<file path="config.mk">
export PLATFORM = sky130hd
export DESIGN_NAME = iterative_multiplier
export DESIGN_NICKNAME = d
export VERILOG_FILES = /design/src/rtl/iterative_multiplier.sv
export SDC_FILE = /design/constraint.sdc
export NUM_CORES = 1
export LEC_CHECK = 0
export ABC_AREA = 1
export CORE_ASPECT_RATIO = 1.2
export CORE_MARGIN = 5
export CORE_UTILIZATION = 57
export CTS_BUF_LIST = sky130_fd_sc_hd__clkbuf_4 sky130_fd_sc_hd__clkbuf_8
export CTS_CLUSTER_SIZE = 12
export DETAILED_ROUTE_END_ITERATION = 6
export PLACE_DENSITY = 0.86
export SLEW_MARGIN = 30
export SYNTH_ARGS = -nofsm -noshare
export SYNTH_HDL_FRONTEND = slang
export SYNTH_SLANG_ARGS = --single-unit
</file>
<file path="constraint.sdc">
create_clock -name clk -period 2.2 [get_ports clk]
set_input_delay 0.44 -clock clk [delete_from_list [all_inputs] [get_ports clk]]
set_output_delay 0.44 -clock clk [all_outputs]
set_load 0.02 [all_outputs]
</file>
<file path="src/rtl/iterative_multiplier.sv">
// Unsigned N-bit shift-and-add multiplier: start/done handshake, 2N-bit product after N iterations.
module iterative_multiplier #(
  parameter int N = 4
) (
  input  logic           clk,
  input  logic           reset,
  input  logic           start,
  input  logic [N-1:0]   A,
  input  logic [N-1:0]   B,
  output logic [2*N-1:0] P,
  output logic           busy,
  output logic           done
);

  localparam int CW = $clog2(N + 1);

  typedef enum logic [1:0] {IDLE, CALC, DONE} state_t;

  state_t         state, next_state;
  logic [2*N-1:0] mcand, acc, sum;
  logic [N-1:0]   mplier;
  logic [CW-1:0]  cnt;
  logic           last;

  always_comb begin
    last = (cnt == CW'(N - 1));
    sum  = mplier[0] ? acc + mcand : acc;
    busy = (state != IDLE);
    done = (state == DONE);
  end

  always_ff @(posedge clk) begin
    if (reset) state <= IDLE;
    else       state <= next_state;
  end

  always_comb begin
    next_state = state;
    case (state)
      IDLE:    if (start) next_state = CALC;
      CALC:    if (last)  next_state = DONE;
      DONE:    next_state = IDLE;
      default: next_state = IDLE;
    endcase
  end

  // P is written only on the final iteration so it holds across later operations.
  always_ff @(posedge clk) begin
    if (reset) begin
      mcand  <= '0;
      mplier <= '0;
      acc    <= '0;
      cnt    <= '0;
      P      <= '0;
    end else begin
      case (state)
        IDLE: begin
          if (start) begin
            mcand  <= {{N{1'b0}}, A};
            mplier <= B;
            acc    <= '0;
            cnt    <= '0;
          end
        end
        CALC: begin
          acc    <= sum;
          mcand  <= mcand << 1;
          mplier <= mplier >> 1;
          cnt    <= cnt + CW'(1);
          if (last) P <= sum;
        end
        default: ;
      endcase
    end
  end

endmodule

</file>
==> flow_summary.json, run 1 <==
{
  "io_pins": 21,
  "viasPerCell": 5.23,
  "critical-path-top-delay-family": "buffers and inverters",
  "synth_seq_cells": 33,
  "grt_pass1_vias": 1469,
  "seq_power_share_pct": 54.9,
  "final.min_clock_period_ps": 2030,
  "placed_area_mm2": 0.00191,
  "p_leak_nw": 0.831,
  "vdd_ir_drop_max_uv": 444,
  "rsz0062_at_grt": "false",
  "crit_required_ps": 1760,
  "grt_usage_pct": 19.4,
  "fin_area_mm2": 0.00197,
  "core.rowCount": 21,
  "pwr-share-clk_pct": 28.4,
  "routed_wl_mm": 3.61,
  "maxCapViolCount": 0,
  "grt_pass1_wl_mm": 6.22,
  "total_power_mw": 1.19,
  "slowest_stage": "clkdlybuf4s50_1",
  "cts_setup_buffers": 0,
  "antenna_found_initial": 0,
  "htreeDepth": 2,
  "switching_share_pct": 29.0,
  "syn_inst": 233,
  "ctsResizeCount": 0,
  "setup_slack_ps": 173,
  "finalNonFillerCells": 290,
  "core_mm2": 0.00284,
  "initial_core_util_pct": 59.7,
  "dieArea_mm2": 0.00416,
  "yosys_warnings": 0,
  "p_comb_share_pct": 16.7,
  "status": "finished clean",
  "layout.nets": 276,
  "fin_crit_sh_pct": 92.1,
  "worstPathCellList": "inv_2, nand2_1, clkdlybuf4s50_1",
  "first_iter_violations": 85,
  "die_h_um": 69.7,
  "dp_cells": 282,
  "cpPeakStageDelay_ps": 590,
  "hold_viol": 0,
  "drive_gt1_share_pct": 12.1,
  "drv_slew": 0,
  "synth_top_area_share_pct": 39.0,
  "hp-class": "flop to flop",
  "final_common_cell": "nand2_1",
  "clock_latency_ps": 340,
  "finalSetupViolCount": 0,
  "drc": 0,
  "ys_seq_area_share_pct": 39.0,
  "cts_buffers": 5,
  "clkTransAtPathRegs_ps": 110,
  "drtPass1Iterations": 5,
  "power_density_mw_per_mm2": 605,
  "finalSetupTns_ps": 0,
  "cp_max_fo": 7,
  "fmax_mhz": 493,
  "postRouteAntennaNets": 0,
  "grt_max_degree": 19,
  "skew_ps": 11.8,
  "syn_to_final_growth_pct": 16.1,
  "dp_hpwl_mm": 2.69,
  "clockBufferDepth": 2,
  "path_buf_inv": 2,
  "crit_type": "flop to primary output",
  "yosys-top-cells-area": "dfxtp_1 39%, nand2_1 14%, a21oi_1 9.2%",
  "grt-ovfl-total": 0,
  "gp_congestion": 0.859,
  "synth.cell_area_mm2": 0.00169,
  "startpoint_type": "flop",
  "synthesis.nets": 254,
  "syn-mean-instance-area_um2": 7.27,
  "internal_power_uw": 844,
  "port_buffers": 20,
  "final_cell_mix": "63 x nand2_1, 33 x dfxtp_1, 31 x a21oi_1, 21 x nand3_1, 20 x clkdlybuf4s50_1",
  "cp-end-kind": "primary output",
  "pre_cts_ws_ps": 293,
  "cts-root-buf": "clkbuf_4",
  "tightest_slew_ps": 476,
  "cts_hold_buffers": 0,
  "antenna_cells": 0,
  "synth_cell_type_count": 22,
  "cts_sinks": 33,
  "slew_headroom_pct": 68.2,
  "p_sw_uw": 345,
  "hold_ws_ps": 472,
  "arrival_ps": 1590,
  "fin_util_pct": 69.3,
  "wl_per_cell_um": 12.4,
  "tritoncts": "yes",
  "synth_top_cell_by_area": "dfxtp_1",
  "vias": 1518,
  "die_width_um": 59.8
}
-- kinds of logic (layout without fill, tap and decap cells) --
group	count (synthesis)	count (layout)	share of synthesized area [%]
XOR/XNOR	2	2	1.03
flip-flops	33	33	39.0
adder cells (fa/ha/maj)	10	10	7.83
buffers and inverters	28	51	7.46
multiplexers	1	1	0.591
AO/OA/AOI/OAI	44	44	13.4
AND/OR/NAND/NOR	115	115	30.7
-- cells in the mapped netlist (all sizes together) --
| cell type | n |
|---|---|
| ha | 9 |
| a21oi | 31 |
| nand3 | 21 |
| inv | 19 |
| or2 | 13 |
| mux2i | 1 |
| dfxtp | 33 |
| o22ai | 5 |
| clkbuf | 4 |
| nor2 | 15 |
| nand3b | 3 |
| xnor2 | 2 |
| buf | 5 |
| fa | 1 |
| o21ai | 8 |
| nand2 | 63 |
-- sequential cells by signal (all words and copies together) (netlist names) --
| register | cells |
|---|---|
| P | 8 |
| mplier | 4 |
| acc | 8 |
| state | 2 |
| mcand | 8 |
| cnt | 3 |
-- power by group through the flow --
| stage | clock, mW | sequential (mW) | combinational (mW) |
|---|---|---|---|
| after floorplan | 0 | 0.654 | 0.157 |
| after global placement | 0 | 0.666 | 0.192 |
| after detailed placement | 0 | 0.666 | 0.197 |
| after CTS | 0.349 | 0.652 | 0.198 |
| after global routing | 0.378 | 0.658 | 0.223 |
| final | 0.338 | 0.652 | 0.198 |
-- routing by layer --
layer  up-vias  share of wire [%]  GRT usage, %
met5         -                  0             0
met4         0                2.3          9.11
met3         8                4.0          6.15
met2        31                 50          32.3
met1       671                 43          21.7
li1        808                  -             -
-- path summary, 6_finish.rpt --
path / startpoint / cells after the start / slack, ps / endpoint
max: state[0] / 3 / 170 / busy
min: P[0] / 2 / 470 / P[0]
max reg2reg: mcand[0] / 12 / 420 / P[6]
min reg2reg: P[0] / 2 / 470 / P[0]
-- worst reg2reg max path, cell delays in order, from the launching register on --
cell and delay [ps]:
dfxtp_1 340, ha_1 230, fa_1 420, nand2_1 80
nand2_1 90, nand3b_1 110, nand2_1 60, nand2_1 50
nand3_1 80, nand2_1 90, nand2_1 50, nand2_1 50
inv_1 30
-- layout make-up --
type	instances	area, µm²
Clock inverter	2	10.0
Fill cell	245	872
Multi-Input combinational cell	172	906
Tap cell	34	42.5
Sequential cell	33	661
Inverter	19	71.3
Clock buffer	6	45.0
Timing Repair Buffer	24	230
Note: power is estimated with default switching activity, not from simulation.
==> run 2: changes to the inputs <==
--- a/config.mk
+++ b/config.mk
@@ -8,11 +8,11 @@
 export ABC_AREA = 1
 export CORE_ASPECT_RATIO = 1.2
 export CORE_MARGIN = 5
-export CORE_UTILIZATION = 57
-export CTS_BUF_LIST = sky130_fd_sc_hd__clkbuf_4 sky130_fd_sc_hd__clkbuf_8
+export CORE_UTILIZATION = 54
+export CTS_BUF_LIST = sky130_fd_sc_hd__clkbuf_8 sky130_fd_sc_hd__clkbuf_16
 export CTS_CLUSTER_SIZE = 12
 export DETAILED_ROUTE_END_ITERATION = 6
-export PLACE_DENSITY = 0.86
+export PLACE_DENSITY = 0.78
 export SLEW_MARGIN = 30
 export SYNTH_ARGS = -nofsm -noshare
 export SYNTH_HDL_FRONTEND = slang
==> flow_summary.json, run 2 (synthesized netlist as in run 1, its figures left out) <==
{
  "status": "finished clean",
  "cts-root-buf": "clkbuf_8",
  "port_buffers": 20,
  "cts_hold_buffers": 0,
  "rsz0062_at_grt": "false",
  "total_power_mw": 1.31,
  "cts_buffers": 5,
  "dp_hpwl_mm": 2.76,
  "cts_sinks": 33,
  "hp-class": "flop to flop",
  "die_h_um": 71.3,
  "fill_cells": 270,
  "crit_required_ps": 1760,
  "drive_gt1_share_pct": 12.1,
  "antenna_cells": 0,
  "p_comb_share_pct": 15.2,
  "vdd_ir_drop_max_uv": 606,
  "startpoint": "state[0]",
  "r2r_start": "mcand[0]",
  "cp-end-kind": "primary output",
  "fin_crit_sh_pct": 89.9,
  "final_common_cell": "nand2_1",
  "ctsResizeCount": 0,
  "grt_pass1_wl_mm": 6.47,
  "hold_viol": 0,
  "syn_to_final_growth_pct": 18.1,
  "core.rowCount": 22,
  "antenna_found_initial": 0,
  "initial_core_util_pct": 55.9,
  "switching_share_pct": 29.3,
  "fmax_mhz": 505,
  "fin_util_pct": 66.0,
  "tritoncts": "yes",
  "finalSetupTns_ps": 0,
  "drc": 0,
  "grt_max_degree": 19,
  "final_cell_mix": "63 x nand2_1, 33 x dfxtp_1, 31 x a21oi_1, 21 x nand3_1, 20 x clkdlybuf4s50_1",
  "grt_pass1_vias": 1453,
  "seq_power_share_pct": 49.6,
  "worstRegToRegCells": 12,
  "grt-ovfl-total": 0,
  "finalSetupViolCount": 0,
  "tightest_slew_ps": 467,
  "reg2reg_to": "P[6]",
  "pwr-share-clk_pct": 35.2,
  "viasPerCell": 5.28,
  "drtPass1Iterations": 4,
  "io_pins": 21,
  "layout.nets": 276,
  "core_mm2": 0.00303,
  "endpoint": "busy",
  "cp_max_fo": 7,
  "gp_congestion": 0.812,
  "skew_ps": 5.21,
  "startpoint_type": "flop",
  "reg_top3": "P: 8 flops, acc: 8 flops, mcand: 8 flops",
  "drv_slew": 0,
  "crit_type": "flop to primary output",
  "p_sw_uw": 385,
  "r2r_slack_ps": 430,
  "final.min_clock_period_ps": 1980,
  "clockBufferDepth": 2,
  "postRouteAntennaNets": 0,
  "cts_setup_buffers": 0,
  "clkTransAtPathRegs_ps": 70,
  "dieArea_mm2": 0.00436,
  "routed_wl_mm": 3.81,
  "die_width_um": 61.1,
  "clock_latency_ps": 290,
  "p_leak_nw": 0.839,
  "htreeDepth": 2,
  "hold_ws_ps": 466,
  "internal_power_uw": 929,
  "arrival_ps": 1540,
  "power_density_mw_per_mm2": 657,
  "vias": 1541,
  "first_iter_violations": 93,
  "maxCapViolCount": 0,
  "slew_headroom_pct": 68.8,
  "wl_per_cell_um": 13.1,
  "grt_usage_pct": 19.8
}
-- run 2: cell count changes in the layout (fill, tap and decap cells not counted) --
cell	delta
clkbuf_4	-6
clkbuf_8	+5
clkinvlp_4	+1
-- run 2: power by group through the flow --
| stage | Clock (mW) | Sequential [mW] | Combinational (mW) |
|---|---|---|---|
| 2_1_floorplan | 0 | 0.654 | 0.157 |
| 3_3_place_gp | 0 | 0.665 | 0.193 |
| 3_5_place_dp | 0 | 0.665 | 0.199 |
| 4_1_cts | 0.461 | 0.651 | 0.200 |
| 5_1_grt | 0.492 | 0.655 | 0.226 |
| 6_report | 0.462 | 0.652 | 0.200 |
-- run 2: through the flow --
step / area (µm²) / setup WS (ps) / std cells
finish: 2000 / 222 / 292
detailed placement: 1910 / 306 / 284
CTS: 2000 / 211 / 292
global route: 2000 / 151 / 292
floorplan: 1690 / 607 / 233
global placement: 1910 / 308 / 284
-- run 2: worst max-delay path: stages (launching register included) --
cell	delay, ps
dfxtp_1	430
inv_2	140
nand2_1	80
clkdlybuf4s50_1	590
-- run 2: metal layers --
layer,track usage [%],vias to the layer above,routed length [µm]
li1,-,808,-
met1,23.4,701,1650
met2,33.3,27,1950
met3,5.77,5,160
met4,6.99,0,57
met5,0,-,0
-- run 2: how the worst min path moves through the flow --
stage,end,startpoint,cells after the start,slack (ps)
final,cnt[0],cnt[0],1,470
after global routing,cnt[0],cnt[0],1,490
after CTS,cnt[0],cnt[0],1,470
after detailed placement,cnt[0],cnt[0],1,460
after global placement,mplier[3],mplier[3],2,450
after floorplan,cnt[0],cnt[0],1,430
-- run 2: layout make-up --
type	count	area, µm²	share of cell area, %
clock inverter	3	17.5	0.876
sequential	33	661	33.0
multi-input combinational	172	906	45.3
tap	36	45.0	2.25
clock buffer	5	68.8	3.44
inverter	19	71.3	3.57
timing repair buffer	24	230	11.5
